### src/rtl/dac_pkg.sv
// Shared constants for the DAC sample scheduler: sample width default,
// channel select encoding for the driver's ab input, and FSM state codes.
package dac_pkg;

    localparam int DW_DEF = 12;

    // Driver ab input: 1 selects DAC channel A, 0 selects channel B.
    localparam logic AB_A = 1'b1;
    localparam logic AB_B = 1'b0;

    localparam logic [1:0] ST_IDLE      = 2'd0;
    localparam logic [1:0] ST_LOAD      = 2'd1;
    localparam logic [1:0] ST_WAIT_LOW  = 2'd2;
    localparam logic [1:0] ST_WAIT_HIGH = 2'd3;

endpackage

### src/rtl/dac_sfifo.sv
// Small synchronous first-word-fall-through FIFO. Pointers carry one extra
// wrap bit so full and empty are distinguished without an occupancy counter.
module dac_sfifo
    import dac_pkg::*;
#(
    parameter int DW    = DW_DEF,
    parameter int DEPTH = 4
) (
    input  logic          clk_50,
    input  logic          rst,
    input  logic          push,
    input  logic [DW-1:0] push_data,
    input  logic          pop,
    output logic [DW-1:0] pop_data,
    output logic          full,
    output logic          empty
);

    localparam int AW = $clog2(DEPTH);

    logic [DW-1:0] mem [DEPTH];
    logic [AW:0]   wr_ptr;
    logic [AW:0]   rd_ptr;
    logic          do_push;
    logic          do_pop;

    assign full     = (wr_ptr[AW] != rd_ptr[AW]) && (wr_ptr[AW-1:0] == rd_ptr[AW-1:0]);
    assign empty    = (wr_ptr == rd_ptr);
    assign do_push  = push && !full;
    assign do_pop   = pop && !empty;
    assign pop_data = mem[rd_ptr[AW-1:0]];

    // Sample storage; contents are don't-care until written, so no reset.
    always_ff @(posedge clk_50) begin
        if (do_push) begin
            mem[wr_ptr[AW-1:0]] <= push_data;
        end
    end

    // Pointer update; push and pop in the same cycle both take effect.
    always_ff @(posedge clk_50) begin
        if (rst) begin
            wr_ptr <= '0;
            rd_ptr <= '0;
        end else begin
            if (do_push) begin
                wr_ptr <= wr_ptr + 1'b1;
            end
            if (do_pop) begin
                rd_ptr <= rd_ptr + 1'b1;
            end
        end
    end

endmodule

### src/rtl/dac_sample_sched.sv
// Dual-channel sample scheduler feeding the TLV5638 serial DAC driver.
// Each channel is buffered in its own FIFO; samples are issued one at a time,
// alternating channels when both have data, and held until the driver's done
// line shows a full low-then-high cycle. A watchdog aborts a stalled write.
//
// state        | meaning
// -------------+-----------------------------------------------------------
// ST_IDLE      | no write in flight; choose next channel if any FIFO has data
// ST_LOAD      | pop chosen FIFO onto dac_data/dac_ab, arm watchdog
// ST_WAIT_LOW  | wait for synchronized done to fall
// ST_WAIT_HIGH | wait for synchronized done to rise; write then complete
module dac_sample_sched
    import dac_pkg::*;
#(
    parameter int DW      = DW_DEF,
    parameter int DEPTH   = 4,
    parameter int TIMEOUT = 4096
) (
    input  logic          clk_50,
    input  logic          rst,
    input  logic [DW-1:0] a_data,
    input  logic          a_valid,
    output logic          a_ready,
    input  logic [DW-1:0] b_data,
    input  logic          b_valid,
    output logic          b_ready,
    output logic [DW-1:0] dac_data,
    output logic          dac_ab,
    input  logic          dac_done,
    output logic          busy,
    output logic          err_timeout
);

    localparam int WW = $clog2(TIMEOUT + 1);

    logic [1:0]    state;
    logic          sel_ab;
    logic          last_ab;
    logic          pick_ab;
    logic [WW-1:0] wdog;

    logic          done_m;
    logic          done_s;
    logic          done_d;
    logic          done_fall;
    logic          done_rise;

    logic          a_full, a_empty, a_pop;
    logic          b_full, b_empty, b_pop;
    logic [DW-1:0] a_q, b_q;

    // Ready is forced low while reset is held so nothing is accepted into a
    // FIFO that is being flushed.
    assign a_ready = !rst && !a_full;
    assign b_ready = !rst && !b_full;

    assign a_pop = (state == ST_LOAD) && (sel_ab == AB_A);
    assign b_pop = (state == ST_LOAD) && (sel_ab == AB_B);

    assign busy = (state != ST_IDLE);

    assign done_fall = !done_s && done_d;
    assign done_rise = done_s && !done_d;

    dac_sfifo #(.DW(DW), .DEPTH(DEPTH)) u_fifo_a (
        .clk_50    (clk_50),
        .rst       (rst),
        .push      (a_valid && a_ready),
        .push_data (a_data),
        .pop       (a_pop),
        .pop_data  (a_q),
        .full      (a_full),
        .empty     (a_empty)
    );

    dac_sfifo #(.DW(DW), .DEPTH(DEPTH)) u_fifo_b (
        .clk_50    (clk_50),
        .rst       (rst),
        .push      (b_valid && b_ready),
        .push_data (b_data),
        .pop       (b_pop),
        .pop_data  (b_q),
        .full      (b_full),
        .empty     (b_empty)
    );

    // Bring the driver's done line into clk_50 and keep one delayed copy for edges.
    always_ff @(posedge clk_50) begin
        if (rst) begin
            done_m <= 1'b0;
            done_s <= 1'b0;
            done_d <= 1'b0;
        end else begin
            done_m <= dac_done;
            done_s <= done_m;
            done_d <= done_s;
        end
    end

    // Round-robin pick: alternate when both channels wait, else take the one with data.
    always_comb begin
        pick_ab = AB_A;
        if (!a_empty && !b_empty) begin
            pick_ab = ~last_ab;
        end else if (!b_empty) begin
            pick_ab = AB_B;
        end
    end

    // Write sequencing, output holding registers and watchdog down-counter.
    always_ff @(posedge clk_50) begin
        if (rst) begin
            state       <= ST_IDLE;
            sel_ab      <= AB_A;
            last_ab     <= AB_B;
            dac_data    <= '0;
            dac_ab      <= AB_A;
            wdog        <= '0;
            err_timeout <= 1'b0;
        end else begin
            case (state)
                ST_IDLE: begin
                    if (!a_empty || !b_empty) begin
                        sel_ab <= pick_ab;
                        state  <= ST_LOAD;
                    end
                end
                ST_LOAD: begin
                    dac_data <= (sel_ab == AB_A) ? a_q : b_q;
                    dac_ab   <= sel_ab;
                    last_ab  <= sel_ab;
                    wdog     <= WW'(TIMEOUT - 1);
                    state    <= ST_WAIT_LOW;
                end
                ST_WAIT_LOW: begin
                    if (wdog == '0) begin
                        err_timeout <= 1'b1;
                        state       <= ST_IDLE;
                    end else begin
                        wdog <= wdog - 1'b1;
                        if (done_fall) begin
                            state <= ST_WAIT_HIGH;
                        end
                    end
                end
                ST_WAIT_HIGH: begin
                    if (wdog == '0) begin
                        err_timeout <= 1'b1;
                        state       <= ST_IDLE;
                    end else begin
                        wdog <= wdog - 1'b1;
                        if (done_rise) begin
                            state <= ST_IDLE;
                        end
                    end
                end
                default: begin
                    state <= ST_IDLE;
                end
            endcase
        end
    end

endmodule

### config.mk
export PLATFORM = sky130hd
export DESIGN_NAME = dac_sample_sched
export DESIGN_NICKNAME = d
export VERILOG_FILES = /design/src/rtl/dac_pkg.sv /design/src/rtl/dac_sfifo.sv /design/src/rtl/dac_sample_sched.sv
export SDC_FILE = /design/constraint.sdc
export NUM_CORES = 1
export LEC_CHECK = 0
export ABC_AREA = 1
export CAP_MARGIN = 10
export CORE_ASPECT_RATIO = 1.2
export CORE_UTILIZATION = 40
export DETAILED_ROUTE_END_ITERATION = 7
export HOLD_SLACK_MARGIN = 0.15
export MAX_ROUTING_LAYER = met4
export PLACE_DENSITY = 0.67
export SLEW_MARGIN = 20
export SYNTH_ARGS = -nofsm -noshare
export SYNTH_HDL_FRONTEND = slang
export SYNTH_SLANG_ARGS = --single-unit
### constraint.sdc
create_clock -name clk_50 -period 4.6 [get_ports clk_50]
set_input_delay 0.46 -clock clk_50 [delete_from_list [all_inputs] [get_ports clk_50]]
set_output_delay 0.46 -clock clk_50 [all_outputs]
set_load 0.05 [all_outputs]
==> metrics.txt, run 1 <==
outcome=complete, no violations; Ys Warns=0; via count=4356; P&R area growth vs syn=19.3%; commonest non-fill, non-tap cells in the layout=129 x nand2_1, 96 x edfxtp_1, 74 x nor2_1; Post-layout nets=704; Fin. Hold Viols=0; H-tree depth=4; starting DRC count in detailed routing=346; via-per-instance ratio=4.94; Crit path max-delay family=buffers and inverters; Synth Area per Inst=9.86 um2; final setup TNS=0 ns; vias in the first global route=4308; Max Freq=339 MHz; worst setup path category=input port to primary output; Worst Clk Skew=0.00747 ns; FF-to-FF setup slack=2.15 ns; largest net degree at the start of global routing=26; CTS Sinks=146; post-synthesis cell type count=31; Comb power frac=25.9%; ordered list of cells on the worst path=clkdlybuf4s50_1, buf_4, inv_2, nand2_1, inv_1, clkdlybuf4s50_1; I/O Pins=46; slowest CP cell=clkdlybuf4s50_1; site row count=49; crit path time final=2.95 ns; syn_nets=662; hold depth=2; CP bufs+invs=5; hold endpoint=done_s$_SDFF_PP0_; Worst slew margin=25.7%; antenna violations before repair=1; R2R depth=8; total global routing overflow=0; Int Pwr=2670 uW; maxcap violations=0; setup violators final=0; most used cell, CP=clkdlybuf4s50_1; IO Port Bufs=45; core area=15000 um2; period utilization=64.1%; Skew-Pair Late Insertion Delay=0.42 ns; cts repair resizes=0; Yosys top cell area share=47.1%; Worst setup EP type=primary output; worst r2r src=u_fifo_b.wr_ptr[0]$_SDFFE_PP0P_; register area share after synthesis=63.5%; min-delay src=done_m$_SDFF_PP0_; max incr delay on CP=0.80 ns; first-pass GRT wire length=20300 um; die area=15800 um2; Peak VDD IR=295 uV; Mapped Area=6120 um2; Final Util=48.8%; DRT Wirelength=12800 um; GPL Wtd Cong=0.880; GRT Resource Usage Total=17.7%; static leakage=0.00281 uW; Synth Instances=621; most common cell after layout, fill and taps aside=nand2_1; Crit Reg-Reg Endpoint=u_fifo_b.mem[2][1]$_DFFE_PP_; TritonCTS clock tree=built; Worst-path clk slew=0.06 ns; Root Buffer=clkbuf_16; # hold bufs at CTS=0; residual DRC count=0; switching share of power=33.4%; antenna-violating nets left=0; Hold Path Class=flip-flop to flip-flop; PwrDens=549 nW/um2; DIE WIDTH=115 um; RSZ-0062 raised after global routing=false; Starting Density=40.9%; Synth area leader=edfxtp_1; Switching Power=1340 uW; clock share of power=33.0%; Synth Register Bits=146; DR pass1 iterations=5; Crit path required time=4.14 ns; CTS Buf Count=17; Synth area leaders=edfxtp_1 47%, dfxtp_1 16%, nand2_1 7.9%, nor2_1 4.6%, inv_1 2.9%; layout cell share with drive strength beyond 1=8.28%; clk buf depth=2; DR WL/cell=14.5 um; max-slew violation count=0; chip height=138 um; Slew @ Worst Pin=1.11 ns; Startpoint Class=input port; crit path DAT=2.49 ns; Seq pwr share=41.2%; critical-path maximum fanout=25; postcts setup bufs=0; DPL Wire Length=8920 um
[flip-flops by register name (all words and copies together), names as in the netlist, 2 cells and up, named ones only]
name,count
dac_data,12
state,2
u_fifo_a.mem,48
u_fifo_a.rd_ptr,3
u_fifo_a.wr_ptr,3
u_fifo_b.mem,48
u_fifo_b.rd_ptr,3
u_fifo_b.wr_ptr,3
wdog,13
[metal layers]
layer	GRT usage (%)	share of wire (%)	vias to the layer above
met3	4.22	3.8	26
met5	-	0	-
li1	-	-	2181
met2	31.5	52	99
met1	18.3	41	2050
met4	8.37	2.7	0
[stage by stage]
stage / instance area (um2) / power [uW] / hold slack, ns / cells / setup WS, ns
after global routing: 7300 / 4210 / 0.423 / 881 / 1.54
after CTS: 7290 / 4030 / 0.402 / 880 / 1.63
after floorplan: 6120 / 2430 / 0.388 / 621 / 2.58
final: 7300 / 4000 / 0.400 / 881 / 1.65
after detailed placement: 6730 / 2700 / 0.394 / 848 / 1.35
after global placement: 6730 / 2670 / 0.396 / 848 / 1.44
[cell usage after synthesis (all sizes together)]
cell      n
o22ai    24
nor2     81
nand3    32
a21oi    29
and3      1
a31oi     1
nand4     1
xor2      8
buf       7
o211ai    2
o31ai     2
inv      64
clkbuf   16
o21ai    59
edfxtp   96
nor3      2
nand2   131
dfxtp    50
ha       12
nand3b    2
a211oi    1
[power by group through the flow]
stage	registers (uW)	logic (uW)	clock network, uW
after floorplan	1760	671	0
after global placement	1670	1000	0
after detailed placement	1670	1030	0
after CTS	1650	1040	1340
after global routing	1660	1160	1390
final	1650	1040	1320
[layout make-up]
type / instances / area, um2
Fill cell: 1409 / 7660
Sequential cell: 146 / 3880
Multi-Input combinational cell: 388 / 1890
Timing Repair Buffer: 46 / 458
Clock buffer: 19 / 433
Tap cell: 204 / 255
Inverter: 64 / 240
Clock inverter: 13 / 134
Antenna cell: 1 / 2.50
[worst max-delay path by stage]
stage,from,end,slack [ns],cells past startpoint
global route,rst,b_ready,1.54,6
detailed placement,rst,u_fifo_b.mem[2][6]$_DFFE_PP_,1.35,7
finish,rst,b_ready,1.65,6
CTS,rst,b_ready,1.63,6
floorplan,rst,u_fifo_a.mem[0][0]$_DFFE_PP_,2.58,6
global placement,rst,u_fifo_b.mem[2][2]$_DFFE_PP_,1.44,7
[kinds of logic (layout without fill, tap and decap cells)]
| kind of cell | after synthesis | in the layout | synth area share, % |
|---|---|---|---|
| buffers and inverters | 87 | 142 | 5.66 |
| AOI/OAI and AO/OA | 118 | 118 | 10.5 |
| and+or+nand+nor | 250 | 250 | 16.8 |
| other | 0 | 1 | 0 |
| xor gates and xnor gates | 8 | 8 | 1.14 |
| DFF | 146 | 146 | 63.5 |
| adders and majority gates | 12 | 12 | 2.45 |
[worst register-to-register path, stage by stage, from the launching register on]
cell     delay, ns
dfxtp_1       0.43
inv_2         0.09
nand2_1       0.07
nand2_1       0.07
nand3_1       0.08
nand2_1       0.07
nor2_1        0.28
inv_2         0.13
nor2_1        0.85
No activity file was read; power rests on OpenSTA's default activity.
==> run 2, diff against run 1 <==
--- a/config.mk
+++ b/config.mk
@@ -12,7 +12,7 @@
 export DETAILED_ROUTE_END_ITERATION = 7
 export HOLD_SLACK_MARGIN = 0.15
 export MAX_ROUTING_LAYER = met4
-export PLACE_DENSITY = 0.67
+export PLACE_DENSITY = 0.69
 export SLEW_MARGIN = 20
 export SYNTH_ARGS = -nofsm -noshare
 export SYNTH_HDL_FRONTEND = slang
==> constraint.sdc (replaced) <==
create_clock -name clk_50 -period 2.6 [get_ports clk_50]
set_input_delay 0.26 -clock clk_50 [delete_from_list [all_inputs] [get_ports clk_50]]
set_output_delay 0.26 -clock clk_50 [all_outputs]
set_load 0.05 [all_outputs]
==> metrics.txt, run 2 (synthesis results as in run 1) <==
outcome=complete, no violations; Slew @ Worst Pin=0.563 ns; worst r2r src=u_fifo_a.wr_ptr[1]$_SDFFE_PP0N_; crit path time final=2.44 ns; Worst slew margin=62.3%; CTS Sinks=146; worst setup path category=flip-flop to primary output; max incr delay on CP=0.81 ns; hold depth=3; period utilization=93.7%; Fillers=1368; via-per-instance ratio=4.88; commonest non-fill, non-tap cells in the layout=129 x nand2_1, 96 x edfxtp_1, 75 x nor2_1; Max Freq=410 MHz; DR WL/cell=14.1 um; hold endpoint=done_m$_SDFF_PP0_; Skew-Pair Late Insertion Delay=0.42 ns; Worst Clk Skew=0.00849 ns; via count=4356; max-slew violation count=0; largest net degree at the start of global routing=25; I/O Pins=46; Root Buffer=clkbuf_16; clk buf depth=2; H-tree depth=4; site row count=49; Starting Density=40.9%; Startpoint Class=flip-flop; min-delay src=dac_done; most common cell after layout, fill and taps aside=nand2_1; setup violators final=0; total global routing overflow=0; cts repair resizes=0; vias in the first global route=4389; first-pass GRT wire length=20500 um; die area=15800 um2; DPL Wire Length=9040 um; Fin. Hold Viols=0; Worst setup EP type=primary output; PwrDens=948 nW/um2; Peak VDD IR=798 uV; RSZ-0062 raised after global routing=false; critical-path maximum fanout=13; antenna-violating nets left=0; GPL Wtd Cong=0.832; starting DRC count in detailed routing=339; maxcap violations=0; residual DRC count=0; Crit Reg-Reg Endpoint=u_fifo_a.mem[3][11]$_DFFE_PP_; Hold Path Class=input port to flip-flop; Worst-path clk slew=0.06 ns; antenna violations before repair=1; static leakage=0.00287 uW; R2R depth=9; layout cell share with drive strength beyond 1=10.2%; TritonCTS clock tree=built; core area=15000 um2; IO Port Bufs=45; # hold bufs at CTS=0; crit path DAT=2.18 ns; FF-to-FF setup slack=0.75 ns; hold slack=0.350 ns; P&R area growth vs syn=20.5%; CTS Buf Count=17; GRT Resource Usage Total=18.0%; final setup TNS=0 ns; ordered list of cells on the worst path=nor2_1, inv_2, clkdlybuf4s50_1; Crit path required time=2.34 ns; slowest CP cell=clkdlybuf4s50_1; DIE WIDTH=115 um; postcts setup bufs=0; Post-layout nets=715; chip height=138 um; DR pass1 iterations=4; DRT Wirelength=12600 um
[run 2: worst max path at each step]
stage,start,endpoint,slack [ns],cells past startpoint
after floorplan,u_fifo_a.wr_ptr[0]$_SDFFE_PP0N_,u_fifo_a.mem[0][0]$_DFFE_PP_,0.67,8
after global placement,state[1]$_SDFFE_PP0P_,busy,0.64,3
after detailed placement,rst,u_fifo_b.mem[2][6]$_DFFE_PP_,0.58,7
after CTS,state[1]$_SDFFE_PP0P_,busy,0.15,3
after global routing,state[1]$_SDFFE_PP0P_,busy,0.05,3
final,state[1]$_SDFFE_PP0P_,busy,0.16,3
[run 2: layer usage]
layer	GRT usage [%]	part of all wire, %
met5	-	0
met3	4.53	4.4
met1	18.3	40
met2	32.3	53
met4	8.08	2.5
[run 2: per-stage QoR]
step,cells,setup slack [ns],area [um2],util [%],power (uW)
2_1_floorplan,621,0.667,6120,-,4290
3_3_place_gp,859,0.638,6830,45.7,4740
3_5_place_dp,859,0.585,6830,45.7,4800
4_1_cts,891,0.153,7380,49.3,7040
5_1_grt,892,0.0495,7380,49.3,7350
6_report,892,0.163,7380,49.3,6990
[run 2: power by group]
part | switching, uW | internal (uW) | total [uW]
logic | 1240 | 623 | 1870
clock network | 919 | 1310 | 2230
registers | 190 | 2700 | 2890
total | 2350 | 4640 | 6990
[run 2: cell type report]
class	count	area (um2)	share of cell area (%)
inverter	64	240	3.26
antenna	1	2.50	0.0339
timing repair buffer	57	561	7.60
multi-input combinational	388	1890	25.6
tap	204	255	3.46
clock buffer	20	437	5.92
clock inverter	12	109	1.48
sequential	146	3880	52.6
[run 2: critical path, delay by kind of cell (launching register included)]
| family | cells | cell delay (ns) |
|---|---|---|
| flip-flops | 1 | 0.64 |
| AND/OR/NAND/NOR | 1 | 0.17 |
| buffers and inverters | 2 | 0.94 |
==> run 3, diff against run 2 <==
--- a/config.mk
+++ b/config.mk
@@ -9,6 +9,7 @@
 export CAP_MARGIN = 10
 export CORE_ASPECT_RATIO = 1.2
 export CORE_UTILIZATION = 40
+export CTS_BUF_LIST = sky130_fd_sc_hd__clkbuf_4 sky130_fd_sc_hd__clkbuf_8 sky130_fd_sc_hd__clkbuf_16
 export DETAILED_ROUTE_END_ITERATION = 7
 export HOLD_SLACK_MARGIN = 0.15
 export MAX_ROUTING_LAYER = met4
==> metrics.txt, run 3 (synthesis results as in run 1) <==
outcome=complete, no violations; final setup TNS=0 ns; max-slew violation count=0; DIE WIDTH=115 um; starting DRC count in detailed routing=323; Max Freq=411 MHz; via count=4403; DR pass1 iterations=5; GRT Resource Usage Total=18.0%; Worst Clk Skew=0.00866 ns; layout cell share with drive strength beyond 1=10.6%; most common cell after layout, fill and taps aside=nand2_1; Starting Density=40.9%; Slew @ Worst Pin=0.572 ns; site row count=49; Worst slew margin=61.7%; Startpoint Class=flip-flop; Root Buffer=clkbuf_16; hold endpoint=done_m$_SDFF_PP0_; worst setup path category=flip-flop to primary output; setup violators final=0; TritonCTS clock tree=built; I/O Pins=46; Fillers=1372; Hold Path Class=input port to flip-flop; cts repair resizes=0; clk buf depth=2; DRT Wirelength=12600 um; vias in the first global route=4419; # hold bufs at CTS=0; DR WL/cell=14.2 um; Placed Instance Area=6830 um2; die area=15800 um2; period utilization=93.7%; Crit path required time=2.34 ns; postcts setup bufs=0; static leakage=0.00288 uW; FF-to-FF setup slack=0.75 ns; Crit Reg-Reg Endpoint=u_fifo_a.mem[3][11]$_DFFE_PP_; first-pass GRT wire length=20500 um; total global routing overflow=0; Fin. Hold Viols=0; area of the multi-input gates=1890 um2; via-per-instance ratio=4.94; PwrDens=950 nW/um2; core area=15000 um2; min-delay src=dac_done; H-tree depth=4; residual DRC count=0; FF/Latch Area=3880 um2; RSZ-0062 raised after global routing=false; largest net degree at the start of global routing=25; hold depth=3; P&R area growth vs syn=20.7%; R2R depth=9; Design Area, Final=7390 um2; commonest non-fill, non-tap cells in the layout=129 x nand2_1, 96 x edfxtp_1, 75 x nor2_1; antenna-violating nets left=0; Worst-path clk slew=0.06 ns; chip height=138 um; antenna violations before repair=1; IO Port Bufs=45; crit path DAT=2.18 ns; critical-path maximum fanout=13; CTS Sinks=146; hold slack=0.349 ns; Peak VDD IR=797 uV; CTS Buf Count=17; maxcap violations=0; Skew-Pair Late Insertion Delay=0.42 ns; DPL Wire Length=9040 um; Worst setup EP type=primary output; worst r2r src=u_fifo_a.wr_ptr[1]$_SDFFE_PP0N_; crit path time final=2.44 ns; GPL Wtd Cong=0.832; Post-layout nets=715
run 3: cell counts in the layout (fill, tap and decap cells not counted):
Identical to the previous run, type by type.
run 3: per-stage QoR:
stage	total power (uW)	utilization (%)	std cells	setup WS [ns]
after floorplan	4290	-	621	0.667
after global placement	4740	45.7	859	0.638
after detailed placement	4800	45.7	859	0.585
after CTS	7060	49.4	891	0.153
after global routing	7380	49.4	892	0.0471
final	7020	49.4	892	0.164
run 3: routing by layer:
metal  wire length [um]  vias to the layer above  track usage [%]  share of wire [%]
li1                   -                     2207                -                  -
met1               5090                     2047             18.3                 40
met4                350                        0             8.01                2.8
met5                  0                        -                -                  0
met2               6620                      119             32.0                 52
met3                574                       30             5.10                4.5
run 3: worst max path at each step:
stage | startpoint | endpoint | slack, ns | depth (start not counted)
CTS | state[1]$_SDFFE_PP0P_ | busy | 0.15 | 3
global route | state[1]$_SDFFE_PP0P_ | busy | 0.05 | 3
global placement | state[1]$_SDFFE_PP0P_ | busy | 0.64 | 3
detailed placement | rst | u_fifo_b.mem[2][6]$_DFFE_PP_ | 0.58 | 7
floorplan | u_fifo_a.wr_ptr[0]$_SDFFE_PP0N_ | u_fifo_a.mem[0][0]$_DFFE_PP_ | 0.67 | 8
finish | state[1]$_SDFFE_PP0P_ | busy | 0.16 | 3
run 3: power by group:
| part | switching, uW | total [uW] | internal [uW] | leakage [uW] |
|---|---|---|---|---|
| clock network | 913 | 2260 | 1350 | 0.000275 |
| registers | 191 | 2890 | 2700 | 0.00128 |
| logic | 1240 | 1870 | 623 | 0.00133 |
| total | 2350 | 7020 | 4670 | 0.00288 |
run 3: layout make-up:
class	count	share of cell area (%)
flip-flops and latches	146	52.6
diodes	1	0.0339
repair buffers	57	7.59
well taps	204	3.45
inverters	64	3.25
clock inverters	12	1.47
clock buffers	20	6.06
multi-input cells	388	25.6
run 3: critical path, stage by stage (launching register included):
cell and delay, ns:
dfxtp_1 0.64, nor2_1 0.17, inv_2 0.13, clkdlybuf4s50_1 0.81
